--- config.mk ---
export PLATFORM = sky130hd
export DESIGN_NAME = if_id_stage_reg
export DESIGN_NICKNAME = d
export VERILOG_FILES = /design/src/rtl/if_id_stage_reg.sv
export SDC_FILE = /design/constraint.sdc
export NUM_CORES = 1
export LEC_CHECK = 0
export BUFFER_PORTS_ARGS = -buffer_cell sky130_fd_sc_hd__buf_4
export CORE_MARGIN = 2
export CORE_UTILIZATION = 46
export DETAILED_ROUTE_END_ITERATION = 8
export MAX_ROUTING_LAYER = met4
export PLACE_DENSITY = 0.8
export SLEW_MARGIN = 25
export SYNTH_ARGS = -nofsm -noshare
export SYNTH_HDL_FRONTEND = slang
export SYNTH_SLANG_ARGS = --single-unit
--- constraint.sdc ---
create_clock -name clk_i -period 1.9 [get_ports clk_i]
set_input_delay 0.095 -clock clk_i [delete_from_list [all_inputs] [get_ports clk_i]]
set_output_delay 0.095 -clock clk_i [all_outputs]
set_load 0.005 [all_outputs]
--- src/rtl/if_id_stage_reg.sv ---
// ---------------------------------------------------------------------------
// if_id_stage_reg
//
// Purpose:
//   IF/ID pipeline register between fetch and decode. It uses a valid/ready
//   handshake on both sides and supports decode stalls and a flush for
//   branch/jump redirects. Whenever the stage holds no valid beat, decode
//   sees NOP_INSTR. A saturating counter records how many valid entries were
//   killed by flushes.
//
// Configuration macro:
//   IF_ID_SKID_EN - when defined, the stage is a two-entry skid buffer
//                   (main + skid register). Its in_ready_o is registered,
//                   so there is no combinational path from out_ready_i.
//                   When undefined, the stage is a single entry. Its
//                   in_ready_o is combinational.
//
// Parameters:
//   PC_W      - width of the PC payload
//   INSTR_W   - width of the instruction payload
//   NOP_INSTR - instruction presented while the stage is empty or flushed
//   CNT_W     - width of the saturating flush counter (must be >= 2)
//
// Ports:
//   clk_i        in   clock; all state changes on the rising edge
//   rst_i        in   synchronous reset, active-low
//   flush_i      in   kill the stage contents
//   in_valid_i   in   fetch presents a beat
//   in_ready_o   out  stage can accept a beat this cycle
//   pc_i         in   fetched PC
//   instr_i      in   fetched instruction
//   out_valid_o  out  decode-side beat valid
//   out_ready_i  in   decode accepts the beat (0 = decode stall)
//   pc_o         out  held PC
//   instr_o      out  held instruction, NOP_INSTR when out_valid_o=0
//   flush_cnt_o  out  valid entries killed by flush, saturating
// ---------------------------------------------------------------------------
module if_id_stage_reg #(
  parameter int                 PC_W      = 32,
  parameter int                 INSTR_W   = 32,
  parameter logic [INSTR_W-1:0] NOP_INSTR = '0,
  parameter int                 CNT_W     = 16
) (
  input  logic               clk_i,
  input  logic               rst_i,
  input  logic               flush_i,
  input  logic               in_valid_i,
  output logic               in_ready_o,
  input  logic [PC_W-1:0]    pc_i,
  input  logic [INSTR_W-1:0] instr_i,
  output logic               out_valid_o,
  input  logic               out_ready_i,
  output logic [PC_W-1:0]    pc_o,
  output logic [INSTR_W-1:0] instr_o,
  output logic [CNT_W-1:0]   flush_cnt_o
);

  // Handshake events on both sides of the stage
  logic accept;
  logic drain;

  // Main (decode-facing) entry
  logic [PC_W-1:0]    mainPc_q,    mainPc_d;
  logic [INSTR_W-1:0] mainInstr_q, mainInstr_d;

  // Flush bookkeeping
  logic [CNT_W-1:0] flushCnt_q, flushCnt_d;
  logic [1:0]       killCount;
  logic [CNT_W:0]   cntSum;

  assign accept = in_valid_i & in_ready_o;
  assign drain  = out_valid_o & out_ready_i;

  assign pc_o        = mainPc_q;
  assign instr_o     = mainInstr_q;
  assign flush_cnt_o = flushCnt_q;

`ifdef IF_ID_SKID_EN

  typedef enum logic [1:0] {
    EMPTY = 2'd0,
    ONE   = 2'd1,
    TWO   = 2'd2
  } state_t;

  state_t state_q, state_d;

  // Skid entry, which is always older than any beat still on the input
  logic [PC_W-1:0]    skidPc_q,    skidPc_d;
  logic [INSTR_W-1:0] skidInstr_q, skidInstr_d;

  // Ready depends only on registered state. The skid entry is occupied
  // exactly in state TWO.
  assign in_ready_o  = (state_q != TWO);
  assign out_valid_o = (state_q != EMPTY);

  always_comb begin
    killCount = 2'd0;
    case (state_q)
      ONE:     killCount = 2'd1;
      TWO:     killCount = 2'd2;
      default: killCount = 2'd0;
    endcase
  end

  // Next-state and datapath for the two-entry buffer. Flush wins over any
  // handshake. When the main entry empties, it is loaded with NOP_INSTR so
  // that instr_o needs no output mux.
  always_comb begin
    state_d     = state_q;
    mainPc_d    = mainPc_q;
    mainInstr_d = mainInstr_q;
    skidPc_d    = skidPc_q;
    skidInstr_d = skidInstr_q;
    if (flush_i) begin
      state_d     = EMPTY;
      mainInstr_d = NOP_INSTR;
    end else begin
      case (state_q)
        EMPTY: begin
          if (accept) begin
            state_d     = ONE;
            mainPc_d    = pc_i;
            mainInstr_d = instr_i;
          end
        end
        ONE: begin
          if (accept && !drain) begin
            state_d     = TWO;
            skidPc_d    = pc_i;
            skidInstr_d = instr_i;
          end else if (accept && drain) begin
            mainPc_d    = pc_i;
            mainInstr_d = instr_i;
          end else if (drain) begin
            state_d     = EMPTY;
            mainInstr_d = NOP_INSTR;
          end
        end
        TWO: begin
          if (drain) begin
            state_d     = ONE;
            mainPc_d    = skidPc_q;
            mainInstr_d = skidInstr_q;
          end
        end
        default: begin
          state_d     = EMPTY;
          mainInstr_d = NOP_INSTR;
        end
      endcase
    end
  end

  // Skid register, which only exists in this configuration
  always_ff @(posedge clk_i) begin
    if (!rst_i) begin
      skidPc_q    <= '0;
      skidInstr_q <= NOP_INSTR;
    end else begin
      skidPc_q    <= skidPc_d;
      skidInstr_q <= skidInstr_d;
    end
  end

`else

  typedef enum logic {
    EMPTY = 1'b0,
    FULL  = 1'b1
  } state_t;

  state_t state_q, state_d;

  // A full stage can still take a beat when decode drains it in the same
  // cycle or when a flush is discarding it.
  assign in_ready_o  = (state_q == EMPTY) | out_ready_i | flush_i;
  assign out_valid_o = (state_q == FULL);

  assign killCount = (state_q == FULL) ? 2'd1 : 2'd0;

  // Next-state and datapath for the single entry. Accept covers both the
  // empty-fill case and the replace-on-drain case.
  always_comb begin
    state_d     = state_q;
    mainPc_d    = mainPc_q;
    mainInstr_d = mainInstr_q;
    if (flush_i) begin
      state_d     = EMPTY;
      mainInstr_d = NOP_INSTR;
    end else if (accept) begin
      state_d     = FULL;
      mainPc_d    = pc_i;
      mainInstr_d = instr_i;
    end else if (drain) begin
      state_d     = EMPTY;
      mainInstr_d = NOP_INSTR;
    end
  end

`endif

  // Saturating flush counter. It adds the number of entries held at the
  // flush edge and clamps at all-ones instead of wrapping.
  assign cntSum = {1'b0, flushCnt_q} + {{(CNT_W - 1){1'b0}}, killCount};

  always_comb begin
    flushCnt_d = flushCnt_q;
    if (flush_i) begin
      flushCnt_d = cntSum[CNT_W] ? {CNT_W{1'b1}} : cntSum[CNT_W-1:0];
    end
  end

  // State, main entry and counter registers. Reset overrides flush and
  // handshakes.
  always_ff @(posedge clk_i) begin
    if (!rst_i) begin
      state_q     <= EMPTY;
      mainPc_q    <= '0;
      mainInstr_q <= NOP_INSTR;
      flushCnt_q  <= '0;
    end else begin
      state_q     <= state_d;
      mainPc_q    <= mainPc_d;
      mainInstr_q <= mainInstr_d;
      flushCnt_q  <= flushCnt_d;
    end
  end

endmodule
Yosys cells after proc, flatten, opt, wreduce, memory -nomap -nowiden:

Cells that the tools add are included.

* input port bits: 69
* flip-flop bits (word level): 81
* output and inout port bits: 82
* logic and storage cells: 21

* muxes and demuxes: 6
* $add $sub $neg: 1
* reductions and logical operators: 3
* bitwise logic cells: 7

Operators by type and width (number)
* 32-bit two-way mux: 2
* 16-bit by 1-bit adder with 17-bit output: 1
* 16-bit two-way mux: 1
* 1-bit two-way mux: 3
* 1-bit inverter: 3
* 1-bit AND: 2
* 1-bit OR: 2
* 2-bit AND reduction: 1
* 2-bit nonzero test: 1
* 2-bit OR reduction: 1

Logic depth before layout (Yosys ltp):

* word-level depth: 5
* mapped depth: 7
* mapped depth without buffers: 5

Worst setup path after synthesis:

OpenSTA, ideal clock, no wires.

* kind: reg-to-reg
* from: register state_q, in the netlist out_valid_o
* to: register flushCnt_q[14], in the netlist flush_cnt_o[14]
* setup time: 119 ps
* arrival time: 1629 ps
* required time: 1781 ps
* period minus slack after synthesis: 1748 ps
* setup slack: 152 ps
* buffers on the path: 0
* stages on the path, launching flop included: 6
* cell sequence: dfxtp_1 -> ha_1 -> nand4_2 -> nor4_1 -> nand4_1 -> o221a_1

* longest elaborated chain between the ends: 3

RTL lines
* start: declaration: RTL line 173 `state_t state_q, state_d;`
* start signal: assignment: RTL line 223 `state_q <= state_d;`
* 1-bit two-way mux: RTL line 180 `assign killCount = (state_q == FULL) ? 2'd1 : 2'd0;`
* 16-bit by 1-bit adder with 17-bit output: RTL line 205 `assign cntSum = {1'b0, flushCnt_q} + {{(CNT_W - 1){1'b0}}, killCount};`
* 16-bit two-way mux: RTL line 210 `flushCnt_d = cntSum[CNT_W] ? {CNT_W{1'b1}} : cntSum[CNT_W-1:0];`
* end signal: assignment: RTL line 226 `flushCnt_q <= flushCnt_d;`
* end: declaration: RTL line 67 `logic [CNT_W-1:0] flushCnt_q, flushCnt_d;`

Every way passes these cells.
A chain may end at the register's enable or synchronous reset.

Worst setup path in the final report:

* from: register state_q, in the netlist out_valid_o
* to: register mainInstr_q[31], in the netlist instr_o[31]

* longest elaborated chain between the ends: 5
* elaborated cells on any way between the ends: 7
* classes of those cells: 1 x mux; 5 x bitwise; 1 x reduce/logical

RTL lines
* 1-bit inverter: RTL line 177 `assign in_ready_o = (state_q == EMPTY) | out_ready_i | flush_i;`
* 1-bit OR (2 in series): RTL line 177
* 1-bit AND: RTL line 71 `assign accept = in_valid_i & in_ready_o;`
* 32-bit two-way mux or 2-bit nonzero test (tied branches)
* end signal: assignment: RTL line 225 `mainInstr_q <= mainInstr_d;`
* end: declaration: RTL line 64 `logic [INSTR_W-1:0] mainInstr_q, mainInstr_d;`

Parallel ways exist; a longest one is shown, timed or not.

==> run_results.csv <==
group,metric,value,unit
outcome,status,"finished, final reports clean",
grt,grt_max_degree,34,
critical_path,cp_top_family,"simple AND/OR/NAND/NOR gates",
placement,portBuffers,150,
routing,routed_wl,9470,µm
power_and_ir_drop,irDropWorstVdd,0.000453,V
timing,hold_viol_final,0,
cells_and_area,synthToLayoutAreaGrowth,62.0,%
timing,drv_slew,0,
floorplan,initial_utilization,46.9,%
grt,gr-total-overflow,0,
floorplan,num_rows,30,
grt,antenna_found_initial,0,
critical_path,worst-path-stages,5,
grt,grt.total_usage,25.8,%
clocking,cts.reportedPaths.clkPinSlew,0.08,ns
timing,fin_crit_sh,89.2,%
floorplan,die_area,7520,µm²
logic_synthesis,synthCells,337,
logic_synthesis,syn_nets,408,
clocking,clockBufferDepth,2,
floorplan,core,6720,µm²
grt,grt_pass1_wl,14800,µm
power_and_ir_drop,finalPower,3.64,mW
floorplan,io_pins,151,
timing,min_period,1.70,ns
floorplan,die_w,86.7,µm
timing,rsz0062_at_grt,"no",
critical_path,cp_max_fo,32,
cells_and_area,final_util,75.9,%
critical_path,cp_slowest_cell,"or3b_4",
timing,tightest_slew,0.503,ns
cells_and_area,drive_gt1_share,39.9,%
logic_synthesis,ys_warn_count,0,
critical_path,path_class,"reg -> reg",
power_and_ir_drop,leakage,2.20,nW
placement,gp_congestion,0.881,
routing,antenna_left,0,
timing,fin_skew,0.00491,ns
placement,dp_hpwl,5850,µm
routing,wl_per_cell,15.1,µm
timing,relSlewSlack,66.5,%
logic_synthesis,yosysTopAreaCell,"dfxtp_1",
critical_path,reg2reg_depth,5,
logic_synthesis,synth_top_cell_area_share,51.5,%
clocking,cts_resized,0,
logic_synthesis,synth_flop_cell,"dfxtp_1",
timing,whs,0.000365,ns
timing,fin_setup_tns,0,ns
critical_path,path_cells,"buf_4 -> or3b_4 -> and2_4 -> a22oi_1 -> nor2_1",
power_and_ir_drop,power_density,714,nW/µm²
routing,drt_iter0_drc,99,
cells_and_area,seq_area,1620,µm²
cells_and_area,n_antenna_cell,0,
clocking,clock_sinks,81,
timing,setup_violations,0,
cells_and_area,fin_cells,627,
critical_path,critPathCaptureType,"flip-flop",
clocking,cts_max_level,3,
run,maxCapViolCount,0,
critical_path,cpPeakStageDelay,0.41,ns
logic_synthesis,synth.avg_cell_area,9.34,µm²
clocking,cts_buffers,9,
critical_path,path_buf_inv,1,
timing,fmax,590,MHz
cells_and_area,final_nets,614,
clocking,cts_tree,"done",
routing,vias,3213,
logic_synthesis,async_flop_share,0,%
worst_hold_path,hp-class,"in -> reg",
critical_path,critPathRequiredTime,2.12,ns
routing,drt-vias-per-instance,5.12,
cells_and_area,fillCellCount,454,
clocking,clockRootBuffer,"clkbuf_8",
critical_path,cp-start-kind,"flip-flop",
logic_synthesis,ys_types,36,
clocking,clk_latency,0.34,ns
floorplan,die_h,86.7,µm
logic_synthesis,yosysSeqAreaShare,51.5,%
logic_synthesis,synth.most_common_cell,"dfxtp_1",
grt,grt_pass1_vias,3174,
logic_synthesis,synth-edff-count,0,
logic_synthesis,synth-seq-cells,81,
logic_synthesis,yosys-top-cells-area,"dfxtp_1, a22oi_2, nand2_1",
logic_synthesis,synth_common_cells,"dfxtp_1, nand2_1, a21oi_1",
logic_synthesis,syn_area,3150,µm²
critical_path,cp_data_arrival_time,1.92,ns
routing,firstDrtPassIters,5,
placement,placed_cells,561,
worst_hold_path,min_delay_path_depth,3,
cells_and_area,multi_input_area,1370,µm²
routing,drc,0,
logic make-up after synthesis:
| kind of cell | count (synthesis) | synth area share [%] |
|---|---|---|
| flops | 81 | 51.5 |
| mux | 1 | 0.318 |
| fa+ha+maj | 2 | 0.795 |
| buf+inv | 28 | 4.89 |
| simple gates | 132 | 18.3 |
| compound gates | 85 | 21.9 |
| xor+xnor | 8 | 2.23 |
worst register-to-register path: stages (launching register included):
cell	delay, ns
dfxtp_1	0.35
buf_4	0.15
or3b_4	0.41
and2_4	0.33
a22oi_1	0.27
nor2_1	0.06
report_power, final:
group | total, mW | switching, mW | internal, mW
clock network | 1.33 | 0.585 | 0.742
logic | 0.528 | 0.218 | 0.310
registers | 1.79 | 0.0339 | 1.75
total | 3.64 | 0.837 | 2.80
flip-flops by register name, indices dropped and copies added, names as in the netlist:
register,cells
instr_o,32
flush_cnt_o,16
out_valid_o,1
pc_o,32
final timing paths:
check | startpoint | to | slack [ns]
setup / recovery | out_valid_o | instr_o[31] | 0.20
hold / removal | instr_i[6] | instr_o[6] | 0.0004
setup reg to reg | out_valid_o | instr_o[31] | 0.20
hold reg to reg | pc_o[21] | pc_o[21] | 0.46
timing repair:
item / in CTS / in global routing
endpoints found under the setup margin: 0 / 0
buffers inserted: 0 / 0
hold buffers: 51 / 0
endpoints found under the hold margin: 51 / 0
layout make-up:
cell class / instances / share of cell area [%]
clock buffers: 13 / 3.51
repair buffers: 217 / 34.7
clock inverters: 2 / 0.687
well taps: 80 / 1.96
multi-input cells: 228 / 26.9
inverters: 6 / 0.442
flip-flops and latches: 81 / 31.8
per-layer routing:
| metal | GRT usage, % | wire length (µm) |
|---|---|---|
| met5 | - | 0 |
| met4 | 10.5 | 228 |
| met3 | 6.19 | 674 |
| met2 | 43.6 | 4540 |
| met1 | 29.4 | 4020 |
per-stage QoR:
step	setup slack, ns	instance area (µm²)
3_3_place_gp	0.275	4380
4_1_cts	0.192	5100
5_1_grt	0.0253	5100
3_5_place_dp	0.208	4380
6_report	0.205	5100
2_1_floorplan	0.152	3150
cell usage in the layout (no fill, tap or decap), types with 2 or more instances in the layout:
cell type / netlist / routed
clkbuf_8: 0 / 13
dlygate4sd3_1: 0 / 51
buf_4: 3 / 165
a211oi_1: 2 / 2
nor4_1: 2 / 2
a22oi_1: 2 / 2
ha_1: 2 / 2
nand2_1: 68 / 68
a22oi_2: 30 / 30
nand3_1: 2 / 2
nand4_1: 9 / 9
xor2_1: 2 / 2
nor2_1: 36 / 36
inv_1: 5 / 5
xnor2_1: 6 / 6
a21oi_1: 45 / 45
and3_1: 3 / 3
dfxtp_1: 81 / 81
nor3_1: 3 / 3
Power figures use the tool's default switching activity.
